<file path="config.mk">
export PLATFORM = sky130hd
export DESIGN_NAME = pipelined_adder
export DESIGN_NICKNAME = d
export VERILOG_FILES = /design/src/rtl/pipelined_adder.sv
export SDC_FILE = /design/constraint.sdc
export NUM_CORES = 1
export LEC_CHECK = 0
export ABC_AREA = 1
export CORE_MARGIN = 5
export CORE_UTILIZATION = 55
export CTS_BUF_LIST = sky130_fd_sc_hd__clkbuf_4 sky130_fd_sc_hd__clkbuf_8 sky130_fd_sc_hd__clkbuf_16
export DETAILED_ROUTE_END_ITERATION = 10
export PLACE_DENSITY = 0.95
export REMOVE_ABC_BUFFERS = 1
export SLEW_MARGIN = 25
export SYNTH_ARGS = -nofsm -noshare
export SYNTH_HDL_FRONTEND = slang
export SYNTH_SLANG_ARGS = --single-unit
</file>
<file path="constraint.sdc">
create_clock -name clk -period 8.1 [get_ports clk]
set_input_delay 1.62 -clock clk [delete_from_list [all_inputs] [get_ports clk]]
set_output_delay 1.62 -clock clk [all_outputs]
set_load 0.05 [all_outputs]
</file>
<file path="src/rtl/pipelined_adder.sv">
// Carry-skewed pipelined adder/subtractor: each stage adds one WIDTH/STAGES-bit slice,
// with a valid/ready handshake whose last stage doubles as the registered output.
module pipelined_adder #(
  parameter int WIDTH  = 32,
  parameter int STAGES = 2
) (
  input  logic             clk,
  input  logic             rst_n,
  input  logic             in_valid,
  output logic             in_ready,
  input  logic [WIDTH-1:0] a,
  input  logic [WIDTH-1:0] b,
  input  logic             c_in,
  input  logic             sub,
  output logic             out_valid,
  input  logic             out_ready,
  output logic [WIDTH-1:0] s,
  output logic             c_out,
  output logic             ovf,
  output logic             zero
);

  localparam int SW = (STAGES > 0) ? (WIDTH / STAGES) : 1;

  if (WIDTH < 2 || STAGES < 1 || STAGES > WIDTH || (WIDTH % SW) != 0 || (SW * STAGES) != WIDTH)
  begin : g_bad_params
    $error("pipelined_adder: illegal WIDTH=%0d / STAGES=%0d", WIDTH, STAGES);
  end

  logic [WIDTH-1:0]  b_eff;
  logic              cin_eff;
  logic              rdy_q;
  logic [STAGES-1:0] valid_q;
  logic [STAGES-1:0] ld;
  logic [STAGES-1:0] vin;

  logic [SW-1:0]     op_a  [STAGES];
  logic [SW-1:0]     op_b  [STAGES];
  logic              cin_c [STAGES];
  logic [WIDTH-1:0]  low_c [STAGES];
  logic [WIDTH-1:0]  res_d [STAGES];
  logic              cout_d [STAGES];

  logic [WIDTH-1:0]  s_q;
  logic              c_q;
  logic              ovf_q;
  logic              zero_q;
  logic              ovf_d;
  logic              zero_d;

  assign b_eff   = sub ? ~b : b;
  assign cin_eff = sub | c_in;

  assign op_a[0]  = a[SW-1:0];
  assign op_b[0]  = b_eff[SW-1:0];
  assign cin_c[0] = cin_eff;
  assign low_c[0] = '0;

  for (genvar k = 0; k < STAGES; k++) begin : g_stage
    logic [SW:0] t;

    assign t         = {1'b0, op_a[k]} + {1'b0, op_b[k]} + {{SW{1'b0}}, cin_c[k]};
    assign res_d[k]  = low_c[k] | (WIDTH'(t[SW-1:0]) << (k * SW));
    assign cout_d[k] = t[SW];

    // Flattened form of "stage k may load if the next stage is empty or also loads":
    // a register loads when the consumer drains or any register at or after it is empty.
    assign ld[k] = out_ready | ~(&valid_q[STAGES-1:k]);

    if (k == 0) begin : g_vin_first
      assign vin[k] = in_valid & in_ready;
    end else begin : g_vin_next
      assign vin[k] = valid_q[k-1];
    end
  end

  // Carry into the MSB is recovered as a ^ b ^ s at that bit.
  assign ovf_d  = op_a[STAGES-1][SW-1] ^ op_b[STAGES-1][SW-1]
                ^ res_d[STAGES-1][WIDTH-1] ^ cout_d[STAGES-1];
  assign zero_d = (res_d[STAGES-1] == '0);

  assign in_ready  = rdy_q & ld[0];
  assign out_valid = valid_q[STAGES-1];

  always_ff @(posedge clk or negedge rst_n) begin
    if (!rst_n) begin
      rdy_q   <= 1'b0;
      valid_q <= '0;
    end else begin
      rdy_q <= 1'b1;
      for (int unsigned k = 0; k < STAGES; k++) begin
        if (ld[k]) valid_q[k] <= vin[k];
      end
    end
  end

  always_ff @(posedge clk or negedge rst_n) begin
    if (!rst_n) begin
      s_q    <= '0;
      c_q    <= 1'b0;
      ovf_q  <= 1'b0;
      zero_q <= 1'b0;
    end else if (ld[STAGES-1] && vin[STAGES-1]) begin
      s_q    <= res_d[STAGES-1];
      c_q    <= cout_d[STAGES-1];
      ovf_q  <= ovf_d;
      zero_q <= zero_d;
    end
  end

  if (STAGES > 1) begin : g_skew
    // Operands are kept pre-shifted so the next stage always adds the low slice.
    logic [WIDTH-1:0] a_q   [STAGES-1];
    logic [WIDTH-1:0] b_q   [STAGES-1];
    logic [WIDTH-1:0] sum_q [STAGES-1];
    logic             cy_q  [STAGES-1];
    logic [WIDTH-1:0] a_d   [STAGES-1];
    logic [WIDTH-1:0] b_d   [STAGES-1];

    assign a_d[0] = a >> SW;
    assign b_d[0] = b_eff >> SW;

    for (genvar k = 1; k < STAGES - 1; k++) begin : g_shift
      assign a_d[k] = a_q[k-1] >> SW;
      assign b_d[k] = b_q[k-1] >> SW;
    end

    always_ff @(posedge clk) begin
      for (int unsigned k = 0; k < STAGES - 1; k++) begin
        if (ld[k] && vin[k]) begin
          a_q[k]   <= a_d[k];
          b_q[k]   <= b_d[k];
          sum_q[k] <= res_d[k];
          cy_q[k]  <= cout_d[k];
        end
      end
    end

    for (genvar k = 1; k < STAGES; k++) begin : g_feed
      assign op_a[k]  = a_q[k-1][SW-1:0];
      assign op_b[k]  = b_q[k-1][SW-1:0];
      assign cin_c[k] = cy_q[k-1];
      assign low_c[k] = sum_q[k-1];
    end
  end

  assign s     = s_q;
  assign c_out = c_q;
  assign ovf   = ovf_q;
  assign zero  = zero_q;

endmodule

</file>
Word-level counts from Yosys, hierarchy flattened
Memory sizes are Yosys's and may differ from the RTL's.
Index checks and enable logic that the tools add are counted.
{"block": "classes", "n_reduce_logical": 4, "n_mux": 3, "bitwise_logic": 12, "n_addsub": 4}
{"cell": "adder 16 x 16 -> 17 bit", "count": 2}
{"cell": "adder 17 x 1 -> 17 bit", "count": 2}
{"cell": "zero test 32 bit", "count": 1}
{"cell": "two-way mux 32 bit", "count": 1}
{"cell": "inverter 32 bit", "count": 1}
{"cell": "OR 32 bit", "count": 1}
{"cell": "OR 1 bit", "count": 3}
{"cell": "XOR 1 bit", "count": 3}
{"cell": "bitwise AND 1 bit", "count": 2}
{"cell": "logical AND 1 bit", "count": 2}
{"cell": "two-way mux 1 bit", "count": 2}
{"cell": "inverter 1 bit", "count": 2}
{"cell": "AND reduction 2 bit", "count": 1}
{"block": "totals", "input_bits": 70, "mem_count": 4, "reg_bits": 38, "mem_bits_rw": 49, "wordCells": 34, "out_inout_bits": 37}
{"memory": "g_skew.a_q", "depth": 1, "word_bits": 16, "rd": 1, "rd_ports_with_merged_regs": 0, "wr": 1, "line_no": "113", "rtl": "logic [WIDTH-1:0] a_q [STAGES-1];"}
{"memory": "g_skew.b_q", "depth": 1, "word_bits": 16, "rd": 1, "rd_ports_with_merged_regs": 0, "wr": 1, "line_no": "114", "rtl": "logic [WIDTH-1:0] b_q [STAGES-1];"}
{"memory": "g_skew.sum_q", "depth": 1, "word_bits": 16, "rd": 1, "rd_ports_with_merged_regs": 0, "wr": 1, "line_no": "115", "rtl": "logic [WIDTH-1:0] sum_q [STAGES-1];"}
{"memory": "g_skew.cy_q", "depth": 1, "word_bits": 1, "rd": 1, "rd_ports_with_merged_regs": 0, "wr": 1, "line_no": "116", "rtl": "logic cy_q [STAGES-1];"}

Longest topological paths before layout
Gate-level depths: netlist of run 1.
{"block": "logic_depth", "ltp_word": 8, "ltp_mapped": 15, "mapped_depth_nobuf": 15}

Least setup slack after synthesis of run 1
OpenSTA, ideal clock, no wires.
{"block": "synth_timing", "kind": "input -> register", "startpoint": "in out_ready", "endpoint": "mem g_skew.a_q[0][0] (netlist name) (enable)", "cell_stages": 4, "setup_ns": 0.516, "slack_ns": 2.423, "path_buffers": 0, "required_ns": 7.584, "t_arrival_ns": 5.161, "cell_sequence": "inv_1 > nand2_1 > nor2_1 > nor3_1"}
{"block": "synth_between", "elab_chain_len": 6}
{"element": "start, declared", "line_no": "16", "rtl": "input logic out_ready,"}
{"element": "OR 1 bit (*)", "line_no": "68", "rtl": "assign ld[k] = out_ready | ~(&valid_q[STAGES-1:k]);"}
{"element": "bitwise AND 1 bit", "line_no": "82", "rtl": "assign in_ready = rdy_q & ld[0];"}
{"element": "bitwise AND 1 bit", "line_no": "71", "rtl": "assign vin[k] = in_valid & in_ready;"}
{"element": "logical AND 1 bit (*)", "line_no": "130", "rtl": "if (ld[k] && vin[k]) begin"}
{"element": "two-way mux 1 bit (*)", "line_no": "130"}
{"element": "two-way mux 1 bit (implied by the code) (*)", "line_no": "131", "rtl": "a_q[k] <= a_d[k];"}
{"element": "end, declared", "line_no": "113"}
Mark *: on every way between the ends. The rest lies on a longest branch, timed or not.

Worst setup path in the final report of run 1
{"block": "layout_timing", "startpoint": "in out_ready", "endpoint": "out in_ready"}
{"block": "layout_between", "elab_chain_len": 2}
{"element": "OR 1 bit", "line_no": "68"}
{"element": "bitwise AND 1 bit", "line_no": "82"}
{"element": "end, declared", "line_no": "10", "rtl": "output logic in_ready,"}
Every way passes these cells.

==> flow_metrics.py, run 1 <==
metrics = {
    "power": {
        "p_leak_nw": 2.83,
        "finalPower_mw": 1.44,
        "p_sw_mw": 0.527,
        "peakVddDrop_uv": 119,
        "p_seq_share_pct": 40.1,
        "pwr-share-clk_pct": 23.6,
        "p_per_area_nw_per_um2": 228,
        "p_int_mw": 0.909,
        "switching_share_pct": 36.7,
        "p_comb_share_pct": 36.4,
    },
    "final_layout": {
        "final_util_pct": 72.3,
        "final_design_area_no_fill_um2": 6310,
        "multiInputGateArea_um2": 2280,
        "fill_cells": 573,
        "area_growth_pct": 28.5,
        "regArea_um2": 2420,
        "nets": 744,
        "antenna_cells": 0,
        "final_cells": 753,
        "layout-drive-gt1-share_pct": 7.13,
    },
    "clock_tree": {
        "insertion_delay_ns": 0.36,
        "cts_buffers": 9,
        "clock-sinks": 87,
        "cts_tree": "built",
        "cts_max_level": 3,
        "cts_hold_buf": 0,
        "post_cts_resized": 0,
        "clockBufferDepth": 2,
        "clk_pin_slew_ns": 0.09,
        "cts-root-buf": "clkbuf_8",
        "post_cts_buffers": 0,
    },
    "route": {
        "wl_um": 11200,
        "drc": 0,
        "wl_per_cell_um": 14.9,
        "detail-route-antenna-nets": 0,
        "via_count": 4031,
        "viasPerCell": 5.35,
        "dr.first_iter.drc_count": 183,
        "first_pass_iters": 8,
    },
    "grt": {
        "grt_pass1_vias": 3966,
        "grt_max_degree": 50,
        "grt_pass1_wl_um": 18400,
        "overflow": 0,
        "grt_usage_pct": 20.6,
        "antenna_found_initial": 0,
    },
    "synthesis": {
        "synth-seq-cells": 87,
        "synthTopCellsByArea": "edfxtp_1 (30%), dfrtp_1 (19%), nand2_1 (11%), xor2_1 (7.8%), ha_1 (7.6%)",
        "yosysTopAreaCellShare_pct": 30.0,
        "yosysWarningCount": 0,
        "synth_most_common_cell": "nand2_1",
        "yosys.area.top_type": "edfxtp_1",
        "synth_area_um2": 4910,
        "avgSynthCellArea_um2": 9.27,
        "netlist_top_cells_count": "nand2_1 (145), edfxtp_1 (49), xor2_1 (44), inv_1 (43), nor2_1 (42)",
        "synth_edf_count": 49,
        "syn-instance-count": 530,
        "ys_seq_area_share_pct": 49.3,
        "async_flop_share_pct": 43.7,
        "synthFlopType": "edfxtp_1",
        "synth.distinct_cells": 36,
    },
    "die": {
        "placementRows": 34,
        "ios": 107,
        "start_util_pct": 56.3,
        "chipWidth_um": 104,
        "core_um2": 8720,
        "fp.dieH_um": 104,
        "dieArea_um2": 10900,
    },
    "timing": {
        "setup-tns-final_ns": 0,
        "fin_hold_ws_ns": 0.476,
        "clock_skew_ns": 0.0102,
        "maxSlewViolCount": 0,
        "final.setup.worst_slack_ns": 3.19,
        "period_needed_ns": 4.91,
        "finalHoldViolCount": 0,
        "fmax_ghz": 0.204,
        "setup_viol": 0,
        "tightestPinTransition_ns": 0.836,
        "fin_crit_sh_pct": 60.6,
        "rsz0062_at_grt": "false",
        "slew_headroom_pct": 44.3,
    },
    "placed_design": {
        "place_congestion": 0.984,
        "place_inst": 737,
        "hpwlAfterDp_um": 8520,
        "placed_area_um2": 6080,
        "io_buffers": 106,
        "place_ws_ns": 3.22,
    },
    "setup_path": {
        "crit_arrival_ns": 3.29,
        "crit_fanout": 5,
        "startpoint_type": "input pin",
        "r2r-start": "g_skew.a_q[0][0]$_DFFE_PP_",
        "required_ns": 6.48,
        "crit_path_start": "out_ready",
        "cp-end-kind": "primary output",
        "critical_path_class": "in2out",
    },
    "status": {
        "status": "complete, no violations",
    },
    "worst_hold_path": {
        "min_from": "g_skew.sum_q[0][6]$_DFFE_PP_",
        "hp-class": "reg2reg",
    },
    "flow_run": {
        "maxCapViolCount": 0,
    },
}
[worst max-delay path, cell delays in order]
cell             delay, ns
clkdlybuf4s50_1       0.46
inv_1                 0.04
nand2_1               0.13
nor2_1                0.09
nor2_1                0.12
clkdlybuf4s50_1       0.83
[area by class of cell]
class | count | share of cell area (%)
well taps | 108 | 2.14
flip-flops and latches | 87 | 38.4
clock buffers | 10 | 2.08
repair buffers | 109 | 17.0
clock inverters | 6 | 1.49
multi-input cells | 387 | 36.1
inverters | 46 | 2.74
[registers in the layout (all words and copies together), names as in the netlist]
register      flops
g_skew.a_q       16
zero              1
valid_q           2
g_skew.cy_q       1
ovf               1
s                32
g_skew.b_q       16
g_skew.sum_q     16
c_out             1
rdy_q             1
[kinds of logic (layout without fill, tap and decap cells)]
| kind of cell | after synthesis | after routing | share of synthesized area (%) |
|---|---|---|---|
| compound gates | 67 | 67 | 7.98 |
| other cells | 1 | 1 | 0.0764 |
| fa+ha+maj | 34 | 34 | 9.27 |
| flops | 87 | 87 | 49.3 |
| simple gates | 237 | 237 | 20.4 |
| buf+inv | 56 | 171 | 4.36 |
| xor+xnor | 48 | 48 | 8.56 |
[layout by cell type (no fill, tap or decap), types with 4 or more instances in the layout]
cell type	synthesis	routed
nand3_1	21	21
a31oi_1	7	7
nand2_1	145	145
nand3b_1	4	4
xor2_1	44	44
ha_1	30	30
fa_1	4	4
inv_1	43	43
nand2_2	10	10
nand3_2	4	4
a21oi_1	24	24
clkdlybuf4s50_1	0	104
edfxtp_1	49	49
clkbuf_8	0	9
xnor2_1	4	4
nor2_1	42	42
nand4_1	4	4
o21ai_0	20	20
dfrtp_1	38	38
[power by group through the flow]
stage               sequential (mW)  combinational (mW)  clock (mW)
floorplan                     0.733               0.185           0
global placement              0.581               0.503           0
detailed placement            0.584               0.519           0
CTS                           0.576               0.521       0.342
global route                  0.582               0.560       0.361
finish                        0.575               0.522       0.339
[layer usage]
layer | vias to the layer above | share of wire, % | track usage [%]
met1 | 1873 | 37 | 22.7
li1 | 1968 | - | -
met4 | 0 | 2.5 | 8.33
met5 | - | 0 | 0
met3 | 27 | 6.9 | 5.21
met2 | 163 | 54 | 37.5
[path summary, 6_finish.rpt]
path                                      to  slack [ns]  depth (start not counted)
setup reg to reg            zero$_DFFE_PN0P_        5.53                         10
hold reg to reg             s[6]$_DFFE_PN0P_        0.48                          2
setup / recovery                    in_ready        3.19                          6
min in group asynchronous    ovf$_DFFE_PN0P_        1.35                          1
hold / removal              s[6]$_DFFE_PN0P_        0.48                          2
max in group asynchronous  s[12]$_DFFE_PN0P_        6.21                          1
Power figures use the tool's default switching activity.
==> run 2, diff against run 1 <==
- CORE_UTILIZATION: 55 -> 51
- PLACE_DENSITY: 0.95 -> 0.9
- clock period: 8.1 -> 4.7 ns (I/O delays scaled with it)
==> run 2 against run 1 <==
Critical path depth is the same. Sequential share of layout area decreased by 0.14 points. Routed wire length shrank 6.0%. Die area grew 7.1%. Register-to-register slack got worse by 3.4 ns. Combinational power grew 71%. First-iteration DRC count is 16% lower. Sequential cell count stayed put. Via count fell by 3.6%. Final area is 0.38% higher. Cell count increased by 2.8%. Sequential power grew 72%.
==> flow_metrics.py, run 2 (synthesis results as in run 1) <==
metrics = {
    "timing": {
        "finalHoldViolCount": 0,
        "period_needed_ns": 3.55,
        "fin_crit_sh_pct": 75.5,
        "slew_headroom_pct": 43.9,
        "final.setup.worst_slack_ns": 1.15,
        "clock_skew_ns": 0.0110,
        "rsz0062_at_grt": "false",
        "tightestPinTransition_ns": 0.841,
        "setup-tns-final_ns": 0,
        "fmax_ghz": 0.282,
        "setup_viol": 0,
        "maxSlewViolCount": 0,
    },
    "grt": {
        "antenna_found_initial": 0,
        "overflow": 0,
        "grt_max_degree": 50,
        "grt_pass1_wl_um": 17600,
        "grt_usage_pct": 19.1,
        "grt_pass1_vias": 3899,
    },
    "die": {
        "placementRows": 35,
        "start_util_pct": 52.6,
        "core_um2": 9330,
        "ios": 107,
        "fp.dieH_um": 108,
        "dieArea_um2": 11700,
        "chipWidth_um": 108,
    },
    "setup_path": {
        "r2r-start": "g_skew.a_q[0][0]$_DFFE_PP_",
        "rr_worst_depth": 10,
        "crit_path_start": "out_ready",
        "crit_fanout": 5,
        "required_ns": 3.76,
        "critical_path_class": "in2out",
        "crit_end": "in_ready",
        "crit_arrival_ns": 2.61,
        "reg2reg_to": "zero$_DFFE_PN0P_",
        "cp-end-kind": "primary output",
        "r2r_slack_ns": 2.13,
        "startpoint_type": "input pin",
    },
    "route": {
        "dr.first_iter.drc_count": 154,
        "via_count": 3885,
        "first_pass_iters": 4,
        "wl_per_cell_um": 13.6,
        "detail-route-antenna-nets": 0,
        "wl_um": 10600,
        "drc": 0,
        "viasPerCell": 5.02,
    },
    "clock_tree": {
        "insertion_delay_ns": 0.36,
        "cts_buffers": 9,
        "clk_pin_slew_ns": 0.09,
        "clockBufferDepth": 2,
        "cts_hold_buf": 0,
        "cts_max_level": 3,
        "cts_tree": "built",
        "clock-sinks": 87,
        "post_cts_resized": 0,
        "cts-root-buf": "clkbuf_8",
        "post_cts_buffers": 0,
    },
    "flow_run": {
        "maxCapViolCount": 0,
    },
    "final_layout": {
        "layout-drive-gt1-share_pct": 7.13,
        "antenna_cells": 0,
        "most-common-layout-cells": "nand2_1 (145), clkdlybuf4s50_1 (104), edfxtp_1 (49), xor2_1 (44), inv_1 (43)",
        "final_common_cell": "nand2_1",
        "nets": 744,
        "final_util_pct": 67.9,
        "largest_reg_flops": 32,
        "area_growth_pct": 28.9,
        "final_design_area_no_fill_um2": 6330,
    },
    "power": {
        "p_per_area_nw_per_um2": 390,
        "p_leak_nw": 2.83,
        "peakVddDrop_uv": 208,
    },
    "placed_design": {
        "hpwlAfterDp_um": 8220,
        "place_ws_ns": 1.15,
        "io_buffers": 106,
        "placed_area_um2": 6110,
        "place_congestion": 0.870,
    },
    "status": {
        "status": "complete, no violations",
    },
    "worst_hold_path": {
        "hp-class": "reg2reg",
    },
}
==> run 2: cell count changes in the layout (fill, tap and decap cells not counted) <==
cell / before / now
clkinv_4: 2 / 0
inv_6: 1 / 2
inv_4: 0 / 1
==> run 2: layout make-up <==
cell class                 instances  area, um^2
clock buffer                      10         131
multi-input combinational        387        2280
fill                             739        3000
clock inverter                     6        91.3
timing repair buffer             109        1070
sequential                        87        2420
inverter                          46         173
tap                              129         161
==> run 2: layer usage <==
layer	vias up	part of all wire (%)	wire, um	global-route usage (%)
met3	14	6.6	697	4.18
met4	0	1.8	195	6.40
li1	1963	-	-	-
met1	1786	38	4060	22.0
met2	122	53	5600	35.0
met5	-	0	0	0
==> run 2: worst min path at each step <==
stage / cells after the start / to / slack (ns) / startpoint
6_report: 2 / s[7]$_DFFE_PN0P_ / 0.48 / g_skew.sum_q[0][7]$_DFFE_PP_
3_5_place_dp: 2 / s[6]$_DFFE_PN0P_ / 0.46 / g_skew.sum_q[0][6]$_DFFE_PP_
5_1_grt: 2 / s[8]$_DFFE_PN0P_ / 0.50 / g_skew.sum_q[0][8]$_DFFE_PP_
4_1_cts: 2 / s[13]$_DFFE_PN0P_ / 0.48 / g_skew.sum_q[0][13]$_DFFE_PP_
2_1_floorplan: 2 / s[11]$_DFFE_PN0P_ / 0.44 / g_skew.sum_q[0][11]$_DFFE_PP_
3_3_place_gp: 2 / s[6]$_DFFE_PN0P_ / 0.45 / g_skew.sum_q[0][6]$_DFFE_PP_
==> run 2: per-stage QoR <==
stage / cells / total power, mW / hold slack, ns
after floorplan: 520 / 1.58 / 0.445
after global placement: 758 / 1.88 / 0.447
after detailed placement: 758 / 1.90 / 0.462
after CTS: 774 / 2.49 / 0.483
after global routing: 774 / 2.60 / 0.495
final: 774 / 2.47 / 0.482
==> run 2: critical path, cell delays in order <==
cell and delay, ns:
clkdlybuf4s50_1 0.46, inv_1 0.04, nand2_1 0.13, nor2_1 0.10, nor2_1 0.11, clkdlybuf4s50_1 0.82
==> run 2: where the power goes <==
part / total (mW) / switching [mW] / internal, mW / leakage (nW)
logic: 0.892 / 0.567 / 0.325 / 1.80
clock network: 0.585 / 0.275 / 0.310 / 0.111
registers: 0.990 / 0.0578 / 0.933 / 0.920
==> run 3, diff against run 2 <==
- clock period: 4.7 -> 3.3 ns (I/O delays scaled with it)
==> run 3 against run 2 <==
Sequential cell count unchanged. Clock power is 25% higher. Non-clock buffer count is 1 higher. Global-route usage increased by 0.098 points. Die area did not move. Total power rose by 38%. Via count did not move. Largest power group unchanged.
==> flow_metrics.py, run 3 (synthesis results as in run 1) <==
metrics = {
    "status": {
        "status": "complete, no violations",
    },
    "clock_tree": {
        "post_cts_buffers": 0,
        "cts_buffers": 9,
        "clock-sinks": 87,
        "cts-root-buf": "clkbuf_8",
        "post_cts_resized": 0,
        "insertion_delay_ns": 0.36,
        "clockBufferDepth": 2,
        "cts_hold_buf": 0,
        "clk_pin_slew_ns": 0.10,
        "cts_tree": "built",
        "cts_max_level": 3,
    },
    "die": {
        "dieArea_um2": 11700,
        "fp.dieH_um": 108,
        "chipWidth_um": 108,
        "start_util_pct": 52.6,
        "placementRows": 35,
        "ios": 107,
        "core_um2": 9330,
    },
    "placed_design": {
        "placed_area_um2": 6110,
        "io_buffers": 106,
        "place_congestion": 0.851,
        "hpwlAfterDp_um": 8590,
        "place_ws_ns": 0.0873,
        "place_inst": 759,
    },
    "timing": {
        "fmax_ghz": 0.346,
        "finalHoldViolCount": 0,
        "fin_crit_sh_pct": 87.7,
        "tightestPinTransition_ns": 0.856,
        "final.setup.worst_slack_ns": 0.406,
        "maxSlewViolCount": 0,
        "setup_viol": 0,
        "slew_headroom_pct": 42.9,
        "rsz0062_at_grt": "false",
        "setup-tns-final_ns": 0,
        "clock_skew_ns": 0.0123,
        "period_needed_ns": 2.89,
    },
    "final_layout": {
        "fill_cells": 757,
        "multiInputGateArea_um2": 2280,
        "final_design_area_no_fill_um2": 6310,
        "largest_reg_flops": 32,
        "area_growth_pct": 28.5,
        "antenna_cells": 0,
        "nets": 745,
        "final_common_cell": "nand2_1",
        "regArea_um2": 2420,
        "most-common-layout-cells": "nand2_1 (145), clkdlybuf4s50_1 (103), edfxtp_1 (49), xor2_1 (44), inv_1 (43)",
        "final_util_pct": 67.6,
        "layout-drive-gt1-share_pct": 7.43,
        "final_cells": 775,
    },
    "setup_path": {
        "required_ns": 3.41,
        "crit_arrival_ns": 3.00,
        "critical_path_class": "in2reg",
        "cp-end-kind": "flip-flop",
        "startpoint_type": "input pin",
        "crit_fanout": 3,
    },
    "grt": {
        "use_met3_pct": 4.36,
        "overflow": 0,
        "antenna_found_initial": 0,
        "use_met2_pct": 36.1,
        "grt_usage_pct": 19.2,
        "grtUsageMet1_pct": 20.9,
        "grt_pass1_vias": 4025,
        "grt_pass1_wl_um": 17600,
        "busiest_layer": "met2",
        "grt_max_degree": 43,
    },
    "route": {
        "wl_um": 10700,
        "first_pass_iters": 4,
        "wl_per_cell_um": 13.8,
        "viasPerCell": 5.01,
        "detail-route-antenna-nets": 0,
        "via_count": 3885,
        "drc": 0,
        "dr.first_iter.drc_count": 113,
    },
    "power": {
        "p_leak_nw": 2.83,
        "p_per_area_nw_per_um2": 542,
        "peakVddDrop_uv": 290,
    },
    "flow_run": {
        "maxCapViolCount": 0,
    },
    "worst_hold_path": {
        "hp-class": "in2async",
    },
}
## run 3: changes by cell type in the layout (fill, tap and decap cells not counted), sizes merged
cell           change
buf                +2
clkinvlp           -1
clkdlybuf4s50      -1
inv                +3
bufinv             -2
## run 3: critical path: stages
cell and delay (ns):
clkdlybuf4s50_1 0.39, or2_2 0.28, fa_1 0.41, fa_1 0.42
nand2_1 0.08, nand2_1 0.07, o21ai_2 0.10, o21ai_2 0.12
nand3_1 0.08, nand2_1 0.10, nand3_1 0.08, nand2_1 0.06
xor2_1 0.14
## run 3: layout make-up
cell class	count	share of cell area (%)
clock inverters	6	0.912
flip-flops and latches	87	38.4
well taps	129	2.56
inverters	46	2.74
clock buffers	10	2.18
multi-input cells	387	36.1
repair buffers	110	17.1
## run 3: path summary, 6_finish.rpt
check / start / end / slack (ns) / cells after the start
worst max-delay path: c_in / g_skew.sum_q[0][10]$_DFFE_PP_ / 0.41 / 13
worst min-delay path: rst_n / c_out$_DFFE_PN0P_ / 0.40 / 1
worst max register to register: g_skew.a_q[0][0]$_DFFE_PP_ / zero$_DFFE_PN0P_ / 0.69 / 10
worst min register to register: g_skew.sum_q[0][8]$_DFFE_PP_ / s[8]$_DFFE_PN0P_ / 0.48 / 2
max in group asynchronous: rst_n / s[10]$_DFFE_PN0P_ / 2.36 / 1
min in group clk: g_skew.sum_q[0][8]$_DFFE_PP_ / s[8]$_DFFE_PN0P_ / 0.48 / 2
## run 3: per-stage QoR
stage          power (mW)  hold WS (ns)
6_report             3.42         0.402
5_1_grt              3.61         0.466
4_1_cts              3.44         0.409
3_5_place_dp         2.71         0.466
3_3_place_gp         2.67         0.450
2_1_floorplan        2.25         0.364
## run 3: metal layers
metal	part of all wire (%)	vias to the layer above
met3	6.2	23
met1	39	1769
met2	52	120
met4	2.6	0
met5	0	-
li1	-	1973
## run 3: where the power goes
part,switching (mW),leakage [nW],internal [mW],total (mW)
Sequential,0.0794,0.920,1.33,1.41
Clock,0.416,0.102,0.316,0.732
Combinational,0.814,1.81,0.464,1.28
Total,1.31,2.83,2.11,3.42
